==> src/rtl/ahblite_slave_resp_mux.sv <==
// rtl/ahblite_slave_resp_mux.sv - AHB-Lite slave response mux with built-in default (error) slave
module ahblite_slave_resp_mux #(
    parameter logic [16:0] M_AHBSLOTENABLE = 17'h1FFFF
) (
    input  logic         HCLK,
    input  logic         HRESETN,
    input  logic [1:0]   HTRANS,
    input  logic [16:0]  ADDRDEC,
    input  logic         RESERVEDDEC,
    output logic [16:0]  HSEL_S,
    input  logic [16:0]  HREADYOUT_S,
    input  logic [16:0]  HRESP_S,
    input  logic [543:0] HRDATA_S,
    output logic         HREADY_M,
    output logic         HRESP_M,
    output logic [31:0]  HRDATA_M,
    output logic [16:0]  DATASEL
);

    typedef enum logic [1:0] {
        D_IDLE  = 2'd0,
        D_SLAVE = 2'd1,
        D_ERR1  = 2'd2,
        D_ERR2  = 2'd3
    } dstate_t;

    dstate_t     state;
    logic [16:0] en;
    logic        en_onehot;
    logic        trans_active;
    logic        slave_ready;
    logic        slave_resp;
    logic [31:0] slave_rdata;

    assign en           = ADDRDEC & M_AHBSLOTENABLE;
    assign en_onehot    = (en != 17'd0) && ((en & (en - 17'd1)) == 17'd0);
    assign trans_active = (HTRANS == 2'b10) || (HTRANS == 2'b11);
    assign HSEL_S       = en;

    // AND-OR mux: a slave's signals are masked out unless its DATASEL bit is set
    always_comb begin
        slave_ready = 1'b0;
        slave_resp  = 1'b0;
        slave_rdata = 32'd0;
        for (int i = 0; i < 17; i++) begin
            slave_ready = slave_ready | (HREADYOUT_S[i] & DATASEL[i]);
            slave_resp  = slave_resp  | (HRESP_S[i] & DATASEL[i]);
            slave_rdata = slave_rdata | (HRDATA_S[32*i +: 32] & {32{DATASEL[i]}});
        end
    end

    always_comb begin
        HREADY_M = 1'b1;
        HRESP_M  = 1'b0;
        HRDATA_M = 32'd0;
        case (state)
            D_SLAVE: begin
                HREADY_M = slave_ready;
                HRESP_M  = slave_resp;
                HRDATA_M = slave_rdata;
            end
            D_ERR1: begin
                HREADY_M = 1'b0;
                HRESP_M  = 1'b1;
            end
            D_ERR2: begin
                HREADY_M = 1'b1;
                HRESP_M  = 1'b1;
            end
            default: ;
        endcase
    end

    always_ff @(posedge HCLK or negedge HRESETN) begin
        if (!HRESETN) begin
            state   <= D_IDLE;
            DATASEL <= 17'd0;
        end else if (state == D_ERR1) begin
            state <= D_ERR2;
        end else if (HREADY_M) begin
            if (!trans_active) begin
                state   <= D_IDLE;
                DATASEL <= 17'd0;
            end else if (en_onehot && !RESERVEDDEC) begin
                state   <= D_SLAVE;
                DATASEL <= en;
            end else begin
                state   <= D_ERR1;
                DATASEL <= 17'd0;
            end
        end
    end

endmodule
==> config.mk <==
export PLATFORM = sky130hd
export DESIGN_NAME = ahblite_slave_resp_mux
export DESIGN_NICKNAME = d
export VERILOG_FILES = /design/src/rtl/ahblite_slave_resp_mux.sv
export SDC_FILE = /design/constraint.sdc
export NUM_CORES = 1
export LEC_CHECK = 0
export CORE_AREA = 2 2 257 259
export DETAILED_ROUTE_END_ITERATION = 16
export DIE_AREA = 0 0 259 261
export SLEW_MARGIN = 20
export SYNTH_ARGS = -nofsm -noshare
export SYNTH_HDL_FRONTEND = slang
export SYNTH_SLANG_ARGS = --single-unit
==> constraint.sdc <==
create_clock -name HCLK -period 3 [get_ports HCLK]
set_input_delay 0.75 -clock HCLK [delete_from_list [all_inputs] [get_ports HCLK]]
set_output_delay 0.75 -clock HCLK [all_outputs]
set_load 0.02 [all_outputs]
==> results of run 1 <==
[flip-flops by register name, indices dropped and copies added (netlist names)]
signal   cells
DATASEL     17
state        2
[logic make-up (layout without fill, tap and decap cells)]
logic type / after synthesis / after routing / synth area share
compound gates: 349 / 349 / 0.593
simple gates: 166 / 166 / 0.198
buf+inv: 99 / 789 / 0.101
flops: 19 / 19 / 0.107
xor+xnor: 1 / 1 / 0.00196
other cells: 0 / 13 / 0
[routing by layer]
layer	share of wire	global-route usage
met5	0.0037	0
met4	0.032	0.0512
met3	0.11	0.0523
met2	0.43	0.251
met1	0.42	0.210
[worst register-to-register path, stage by stage, from the launching register on]
cell and delay [ps]:
dfrtp_2 470, buf_12 170, buf_4 190, nand2_1 110, nand4_1 160, nor4_4 310
buf_4 170, buf_4 100, buf_4 190, o21ai_0 90, o31ai_1 130
[path summary, 6_finish.rpt]
kind | end | slack [ps] | from
min in group asynchronous | DATASEL[16] | 850 | HRESETN
max in group asynchronous | DATASEL[1] | 1920 | HRESETN
worst max-delay path | HRDATA_M[16] | -20 | HRDATA_S[48]
worst max register to register | DATASEL[10] | 780 | DATASEL[7]
worst min-delay path | DATASEL[7] | 830 | DATASEL[7]
worst min register to register | DATASEL[7] | 830 | DATASEL[7]
[what timing repair did]
| action | CTS | global route |
|---|---|---|
| resized for setup | 163 | 88 |
| pin swaps | 42 | 68 |
| buffers inserted | 1 | 1 |
| setup endpoints to repair | 34 | 33 |
[power groups by stage]
stage	sequential [mW]	clock (mW)	combinational [mW]
global route	0.287	0.288	1.51
floorplan	0.283	0	0.332
detailed placement	0.289	0	1.39
global placement	0.290	0	1.38
CTS	0.285	0.280	1.42
finish	0.286	0.271	1.44
[final cells by class]
class | count | area [µm²]
diodes | 13 | 32.5
clock buffers | 3 | 75.1
clock inverters | 1 | 5.00
fillers | 7097 | 51500
inverters | 2 | 7.51
multi-input cells | 516 | 3920
flip-flops and latches | 19 | 497
well taps | 864 | 1080
repair buffers | 783 | 7920
[cells in the final DEF (no fill, tap or decap), types with 3 or more instances in the layout]
master | netlist | final
a222oi_1 | 33 | 33
nor2_4 | 0 | 11
o31ai_1 | 8 | 8
nand3_1 | 47 | 44
o21ai_0 | 21 | 20
or3_1 | 5 | 5
dfrtp_2 | 0 | 17
diode_2 | 0 | 13
clkbuf_16 | 0 | 3
nand2_1 | 17 | 17
dlygate4sd2_1 | 0 | 9
clkdlybuf4s50_1 | 0 | 599
buf_6 | 1 | 11
buf_2 | 1 | 11
nor2_2 | 0 | 6
nand4_1 | 43 | 43
nor2_1 | 36 | 19
buf_4 | 19 | 84
a22oi_2 | 0 | 45
a22oi_1 | 231 | 186
clkbuf_2 | 0 | 7
clkdlybuf4s15_1 | 0 | 4
dlymetal6s2s_1 | 0 | 25
nor3_1 | 3 | 3
o31ai_2 | 9 | 9
buf_12 | 0 | 32
a21oi_2 | 1 | 5
a21oi_1 | 32 | 28
==> results.md, run 1 <==
* Die area at between 60000 and 70000 µm²
* Period utilization at 1.01
* Synthesized area per cell at between 7 and 8 µm²
* Share of cells above drive strength 1 at 0.193
* Post-synth top cells: 231 x a22oi_1, 76 x clkbuf_1, 47 x nand3_1
* CTS Buf Count at 3
* R2r worst-path depth at 10
* Post-synth top area cell: a22oi_1
* Worst setup margin at -16.4 ps
* Slew at the pin closest to its max-slew limit at ~630 ps
* Final wirelength at around 60000 µm
* Cts hold-fix bufs at 0
* Main synth FF type: dfrtp_1
* Buffers added on ports at 666
* Failing checks: setup timing
* Most common cell in the netlist: a22oi_1
* Root Buffer: clkbuf_16
* CTS H-Tree Depth at 1
* Core Region at roughly 65000 µm²
* Finished Layout Cells at around 2200
* Number of top-level pins at roughly 670
* Max-slew violations at 0
* Area after DPL at 13100 µm²
* Site Rows at 94
* Clock latency on the worst-skew pair at approximately 250 ps
* Final Cell Area at ~14000 µm²
* Worst EP arrival at around 2300 ps
* Synthesized instance count at roughly 630
* CP max stage delay at slightly above 400 ps
* Global router's overall resource usage at 0.161
* Synth Net Count at 1234
* Min Hold Slack at ~830 ps
* Critical Path Fanout Max at 1
* DR pass1 iterations at 6
* Yosys reg bits at 19
* Initial antenna violation count at 30
* Critical Path, Cell by Cell: clkdlybuf4s50_1, a22oi_1, nand4_1, buf_6, nor2_2, a21oi_1, buf_4
* Asr flop ratio synth at 1.00
* Synth cell types at 41
* First-pass GRT wire length at 75700 µm
* Post-Syn Area at 4460 µm²
* Sequential fraction of the synthesis area at 0.107
* Total power at around 2.0 mW
* Bufs and invs on worst path at 3
* Internal power at between 1 and 1.5 mW
* Largest net degree at the start of global routing at 32
* Slew Limit Headroom at 0.580
* CTS Buffer Depth at 2
* DR WL/cell at between 20 and 30 µm
* Slowest stage cell, crit path: clkdlybuf4s50_1
* Total number of yosys warnings at 0
* Tightest Hold Check Type: register to register
* Crit path launch type: primary input
* Switching pwr at 0.671 mW
* Crit. path cell count at 7
* Sw Share at 0.336
* Setup TNS at -21.2 ps
* Initial core utilization at 0.0686
* Leakage at about 4.8 nW
* Seq pwr share at 0.143
* Clock slew at reported path FFs at 50 ps
* Antenna viol nets, final at 0
* Die height at 261 µm
* Iteration-0 DRC count of the detailed router at around 1200
* Die width at 259 µm
* HPWL after detailed placement at 49200 µm
* Hold path depth at 3
* Pre-CTS setup slack at -819 ps
* Final-report setup violation count at 3
* WS Path Type: primary input to output port
* Clk sinks at 19
* Util after Layout at 0.208
* Area contributors post-synth: a22oi_1 39%, dfrtp_1 11%, a222oi_1 7.4%, clkbuf_1 6.4%, nand4_1 6.0%
* Remaining DRCs at 0
* Area growth from synthesis to layout at 203%
* Placed Cells incl. Taps at around 2200
* Number of enable flip-flop cells after synthesis at 0
* Crit. End Element: output port
* VDD IR max at approximately 250 µV
* GRT Residual Overflow at 0
* Comb pwr share at 0.721
* TritonCTS clock tree: built
* Highest clock rate at between 0.3 and 0.4 GHz
* Nets@finish at 1925
* Final min period at about 3000 ps
* CP delay by family, top: buffers and inverters
* Clock Power Share at 0.136
* Worst clock skew at around 2.3 ps
* Final hold vios at 0
* Top cell type's share of synthesized area at 0.389
* Via count at 9576
* Max_cap viols at 0
* Status: complete, but fails checks
* Critical Path RT at between 2000 and 2500 ps
* GP Congestion at roughly 0.93
* Vias in the first global route at around 9600
* Vias/cell at between 4 and 5
* PwrDens at roughly 150 nW/µm²
(Power assumes the default switching activity.)
==> run 2, diff against run 1 <==
--- a/config.mk
+++ b/config.mk
@@ -8,6 +8,7 @@
 export CORE_AREA = 2 2 257 259
 export DETAILED_ROUTE_END_ITERATION = 16
 export DIE_AREA = 0 0 259 261
+export GPL_ROUTABILITY_DRIVEN = 0
 export SLEW_MARGIN = 20
 export SYNTH_ARGS = -nofsm -noshare
 export SYNTH_HDL_FRONTEND = slang
==> results.md, run 2 (synthesis results as in run 1) <==
* Highest clock rate at 0.327 GHz (-1.4%)
* Area after DPL at 13100 µm² (about the same)
* Final wirelength at 58800 µm (-1.4%)
* Slew Limit Headroom at 0.597 (+0.0175)
* Period utilization at 1.02 (+0.0142)
* Leakage at 4.67 nW (-2.1%)
* First-pass GRT wire length at 74500 µm (-1.6%)
* CTS Buf Count at 3 (unchanged)
* GRT Residual Overflow at 0 (unchanged)
* Largest Register: DATASEL
* Slowest stage cell, crit path: clkdlybuf4s50_1
* Slew at the pin closest to its max-slew limit at 602 ps (-26.1 ps)
* Final Cell Area at 13500 µm² (-0.15%)
* Final-report setup violation count at 1 (-2)
* CP max stage delay at 440 ps (+30 ps)
* Max_cap viols at 0 (unchanged)
* Site Rows at 94 (unchanged)
* DR pass1 iterations at 6 (unchanged)
* Final min period at 3060 ps (+42.5 ps)
* Clock latency on the worst-skew pair at 250 ps (about the same)
* Total power at 2.02 mW (+0.89%)
* Critical Path RT at 2250 ps (about the same)
* PwrDens at 149 nW/µm² (+1.0%)
* Finished Layout Cells at 2209 (+0.36%)
* FILL cells at 7072 (-0.35%)
* Final hold vios at 0 (unchanged)
* Initial core utilization at 0.0686 (unchanged)
* Worst setup margin at -58.8 ps (-42.5 ps)
* Nets@finish at 1928 (+0.16%)
* Placed Cells incl. Taps at 2184 (+0.092%)
* Number of top-level pins at 668 (unchanged)
* Util after Layout at 0.208 (-0.000308)
* Die width at 259 µm (unchanged)
* DR WL/cell at 26.6 µm (-1.8%)
* Antenna viol nets, final at 0 (unchanged)
* TritonCTS clock tree: built
* Vias in the first global route at 9486 (-1.3%)
* Buffers added on ports at 666 (unchanged)
* Clk sinks at 19 (unchanged)
* Global router's overall resource usage at 0.159 (-0.00246)
* Die height at 261 µm (unchanged)
* Vias/cell at 4.29 (-1.5%)
* Area growth from synthesis to layout at 203%
* Max-slew violations at 0 (unchanged)
* Failing checks: setup timing
* Worst EP arrival at 2310 ps (+40 ps)
* HPWL after detailed placement at 49100 µm (-0.21%)
* Core Region at 65000 µm² (unchanged)
* VDD IR max at 208 µV (-17%)
* Crit. End Element: output port
* Critical Path Fanout Max at 1 (unchanged)
* CP delay by family, top: buffers and inverters
* Share of cells above drive strength 1 at 0.192 (-0.000435)
* Commonest non-fill, non-tap cell in the layout: clkdlybuf4s50_1
* Critical Path, Cell by Cell: clkdlybuf4s50_1, a22oi_2, nand4_1, nor2_4, a21oi_1, buf_2
* WS Path Type: primary input to output port
* Root Buffer: clkbuf_16
* Unrepaired setup endpoints after global routing: true
* Remaining DRCs at 0 (unchanged)
* Crit path launch type: primary input
* Most frequent cells in the layout: 606 x clkdlybuf4s50_1, 192 x a22oi_1, 82 x buf_4, 45 x nand3_1, 43 x nand4_1
* Clock slew at reported path FFs at 50 ps (about the same)
* Via count at 9467 (-1.1%)
* Largest regs: DATASEL: 17 flops, state: 2 flops
* CTS Buffer Depth at 2 (unchanged)
* CTS H-Tree Depth at 1 (unchanged)
* Tightest Hold Check Type: register to register
* Cts hold-fix bufs at 0 (unchanged)
* Iteration-0 DRC count of the detailed router at 1236 (+6.7%)
* Min Hold Slack at 820 ps (-8.55 ps)
* Die area at 67600 µm² (unchanged)
* Worst clock skew at 1.52 ps (-0.810 ps)
* Largest net degree at the start of global routing at 32 (unchanged)
* Initial antenna violation count at 30 (unchanged)
* Bufs and invs on worst path at 2 (-1)
* Status: complete, but fails checks
* Max reg flops at 17 (unchanged)
[run 2: path summary, 6_finish.rpt]
| kind | startpoint | end | depth (start not counted) | slack, ps |
|---|---|---|---|---|
| setup / recovery | HRDATA_S[66] | HRDATA_M[2] | 6 | -60 |
| hold / removal | DATASEL[7] | DATASEL[7] | 3 | 820 |
| setup reg to reg | DATASEL[12] | DATASEL[8] | 10 | 690 |
| hold reg to reg | DATASEL[7] | DATASEL[7] | 3 | 820 |
| max in group asynchronous | HRESETN | DATASEL[12] | 2 | 1940 |
| min in group asynchronous | HRESETN | DATASEL[15] | 2 | 840 |
[run 2: report_power, final]
part	switching, mW	total, mW	internal [mW]	leakage, nW
Combinational	0.573	1.46	0.886	4.40
Sequential	0.0167	0.287	0.271	0.232
Clock	0.0907	0.269	0.179	0.0410
Total	0.680	2.02	1.33	4.67
[run 2: through the flow]
stage | TNS, ps | setup WS (ps)
after global routing | -78.6 | -45.4
after global placement | -11670 | -847
final | -58.8 | -58.8
after CTS | -162 | -99.5
after detailed placement | -11570 | -825
after floorplan | 0 | 232
[run 2: metal layers]
metal | wire length (µm) | share of wire | global-route usage | vias up
met3 | 6730 | 0.11 | 0.0476 | 106
met4 | 1900 | 0.032 | 0.0511 | 28
met5 | 176 | 0.0030 | 0 | -
met2 | 25300 | 0.43 | 0.247 | 712
li1 | - | - | - | 4097
met1 | 24700 | 0.42 | 0.209 | 4524
[run 2: layout make-up]
class	count	area (µm²)	area share
antenna	18	45.0	0.00333
clock inverter	1	5.00	0.000370
inverter	2	7.51	0.000555
tap	864	1080	0.0800
sequential	19	499	0.0369
multi-input combinational	516	3910	0.289
timing repair buffer	786	7900	0.584
clock buffer	3	75.1	0.00555
[run 2: repair_timing]
item | in CTS | in global routing
endpoints found under the setup margin | 34 | 30
setup buffers | 2 | 1
resized for setup | 163 | 84
pin swaps | 47 | 57
[run 2: worst min-delay path, stage by stage (launching register included)]
cell and delay, ps:
dfrtp_2 440, buf_4 180, o21ai_0 90, o31ai_1 70
==> RTL edit 1 (config.mk and constraints of run 2) <==
Reset style: synchronous (`HRESETN`), changed in one clocked block.
--- a/src/rtl/ahblite_slave_resp_mux.sv
+++ b/src/rtl/ahblite_slave_resp_mux.sv
@@ -71,7 +71,7 @@
         endcase
     end
 
-    always_ff @(posedge HCLK or negedge HRESETN) begin
+    always_ff @(posedge HCLK) begin
         if (!HRESETN) begin
             state   <= D_IDLE;
             DATASEL <= 17'd0;
Check against the original RTL: differs if HRESETN is asserted again (counterexample within 4 cycles, from zero or initial values and one cycle with HRESETN low); with HRESETN held inactive, the same outputs for 4 cycles.
==> RTL edit 1 against run 2 <==
- power down 24%
- worst setup slack better by 0.076 ns
- sequential cell count unchanged
- global-route usage down 0.63 points
- register-to-register slack better by 0.10 ns
- area after synthesis down 8.9%
- non-clock buffer count down 19
- wire length down 4.1%
- final area down 5.6%
- synthesized cell count down 9.5%
- combinational power down 31%
- die area unchanged
- critical path depth down 2
- largest power group unchanged
==> RTL edit 1: results <==
cells_and_area:
  drive_above_1_share_pct: 16.29
  multi_input_cells: 462
  seq_area_share_pct: 3.165
  antennaDiodeCount: 5
  clock_area_share_pct: 0.6174
  inv_count: 0
  fin_util_pct: 19.63
  n_all_buffers: 767
  fin_nets: 1853
power:
  p_leak_nw: 4.379
  p_sw_share_pct: 23.77
  p_seq_share_pct: 16.7
  internal-power_mw: 1.168
synthesis:
  seq_area_frac_synth_pct: 9.360
  synthFlopType: "dfxtp_1"
  syn_area_per_cell_um2: 7.080
  syn-num-nets: 1174
  synth.top_cells.by_count: "a22oi_1, clkbuf_1, a21oi_1, nor2_1"
  synth_cell_types: 36
outcome:
  outcome: "finished clean"
worst_setup_path:
  reg2regPathDepth: 8
  regToRegSetupSlack_ns: 0.79
  r2r_end: "DATASEL[13]"
  crit_arrival_ns: 2.23
  endpoint: "HRDATA_M[11]"
  r2r-start: "DATASEL[2]"
  cp-startpoint: "HRDATA_S[203]"
drt:
  routedWlPerCell_um: 26.61
  routed_via_density: 4.227
  drt_wl_total_mm: 56.44
  dr.pass1.iters: 5
timing:
  slew-limit-headroom_pct: 34.32
  fin_skew_ns: 0.001966
  fmax_mhz: 335.2
global_route:
  track_usage_pct: 15.24
  grt_pass1_wl_mm: 71.59
  grt_pass1_vias: 9115
  antenna_found_initial: 22
  grt_max_degree: 36
place:
  dp_cells: 2112
  dp_hpwl_mm: 47.26
==> RTL edit 1: cell types whose count changed in the layout (fill, tap and decap cells not counted), sizes merged, moves of 8 or more <==
| cell | run 2 | this run |
|---|---|---|
| dfrtp | 19 | 0 |
| diode | 18 | 5 |
| nand3 | 47 | 34 |
| o31ai | 17 | 1 |
| buf | 141 | 122 |
| o21ai | 21 | 3 |
| clkdlybuf4s50 | 606 | 614 |
| nand2 | 17 | 3 |
| nand4 | 44 | 34 |
| a32o | 0 | 17 |
| dfxtp | 0 | 19 |
==> RTL edit 1: how the worst min path moves through the flow <==
stage | start | to | slack [ns] | depth (start not counted)
6_report | DATASEL[10] | DATASEL[10] | 0.68 | 2
5_1_grt | DATASEL[10] | DATASEL[10] | 0.70 | 2
3_5_place_dp | DATASEL[10] | DATASEL[10] | 0.67 | 2
3_3_place_gp | DATASEL[10] | DATASEL[10] | 0.66 | 2
2_1_floorplan | state[0] | state[1] | 0.63 | 3
4_1_cts | DATASEL[10] | DATASEL[10] | 0.68 | 2
==> RTL edit 1: cells by family (layout without fill, tap and decap cells) <==
family / after synthesis / count (layout) / synth area share, %
other: 0 / 5 / 0
flip-flops: 19 / 19 / 9.359
buffers and inverters: 93 / 771 / 10.41
AO/OA/AOI/OAI: 338 / 338 / 63.95
AND/OR/NAND/NOR: 124 / 124 / 16.29
==> RTL edit 1: repair_timing <==
action                     CTS  global route
setup endpoints to repair   31            33
buffers inserted             1             0
resized for setup          126            45
pin swaps                   36            34
==> RTL edit 1: critical path, cell delays in order <==
cell and delay, ns:
dlygate4sd2_1 0.23, a222oi_1 0.85, a21oi_1 0.20, buf_6 0.20
==> RTL edit 1: per-layer routing <==
metal  GRT usage, %  share of wire, %
met1          17.77                38
met2          27.50                49
met3          2.613               8.2
met4          6.246               4.8
met5              0              0.16
==> RTL edit 2 (config.mk and constraints of run 2) <==
Without the edit above. Change the parameter `M_AHBSLOTENABLE` from 17'h1FFFF to 17'h0FFFF.
--- a/src/rtl/ahblite_slave_resp_mux.sv
+++ b/src/rtl/ahblite_slave_resp_mux.sv
@@ -1,6 +1,6 @@
 // rtl/ahblite_slave_resp_mux.sv - AHB-Lite slave response mux with built-in default (error) slave
 module ahblite_slave_resp_mux #(
-    parameter logic [16:0] M_AHBSLOTENABLE = 17'h1FFFF
+    parameter logic [16:0] M_AHBSLOTENABLE = 17'h0FFFF
 ) (
     input  logic         HCLK,
     input  logic         HRESETN,
Formal check against the unedited RTL: not equivalent (a bounded check fails within 4 cycles, from zero or initial values and one cycle with HRESETN low).
==> RTL edit 2 against run 2 <==
- the flow still finishes with violations (setup timing)
- worst setup slack gained 0.054 ns
- power down 30%
- non-clock buffer count down 47
- final cell count decreased by 7.1%
- sequential cell count shrank 1
- critical path depth did not move
- largest power group unchanged
- count of clock-buffer cells in the layout did not move
- hold slack worse by 0.15 ns
- area after synthesis fell by 8.1%
- sequential power is 15% lower
- wire length increased by 2.5%
- final area fell by 7.1%
==> RTL edit 2: results <==
drt:
  met1_length_mm: 23.47
  dr.pass1.iters: 8
timing:
  worstMarginPinSlew_ns: 0.8112
  setup_ws_ns: -0.004975
  setup_viol: 1
  whs_ns: 0.6649
cells_and_area:
  antennaDiodeCount: 19
  inv_count: 0
  seq_area_share_pct: 3.747
  n_all_buffers: 739
synthesis:
  synth.top_cells.by_count: "a221oi_1, a22o_1, a22oi_1"
  synth_cell_types: 40
  seq_area_frac_synth_pct: 10.98
  synth_top_cell_area_share_pct: 21.35
global_route:
  track_usage_pct: 16.48
  gr-usage-met3_pct: 5.952
  antenna_found_initial: 46
  grt_pass1_wl_mm: 76.10
clock_network:
  cts_resized: 169
  post_cts_buffers: 7
hold_path:
  whs_path_depth: 2
  min_delay_worst_endpoint: "state[1]"
power:
  vdd_drop_max_mv: 0.2041
place:
  port-buffer-count: 629
outcome:
  outcome: "finished, violations left"
  violations: "setup timing"
-- RTL edit 2: cells by family (layout without fill, tap and decap cells) --
kind of cell,after synthesis,after routing,synth area share (%)
fa+ha+maj,1,1,0.2440
flops,18,18,10.98
simple gates,72,72,10.67
compound gates,334,334,67.37
xor+xnor,1,1,0.2135
buf+inv,91,742,10.43
other cells,1,21,0.09140
-- RTL edit 2: per-stage QoR --
step | setup TNS [ns] | worst slack (ns) | std cells
global placement | -19.27 | -0.5667 | 2024
CTS | -1.945 | -0.1543 | 2036
floorplan | -0.5749 | -0.06135 | 519
global route | -0.4517 | -0.07433 | 2046
finish | -0.004975 | -0.004975 | 2053
detailed placement | -19.42 | -0.6186 | 2024
-- RTL edit 2: power breakdown --
part / internal, mW / switching, mW / total [mW]
clock network: 0.175 / 0.0877 / 0.263
registers: 0.243 / 0 / 0.243
logic: 0.675 / 0.224 / 0.899
total: 1.09 / 0.312 / 1.41
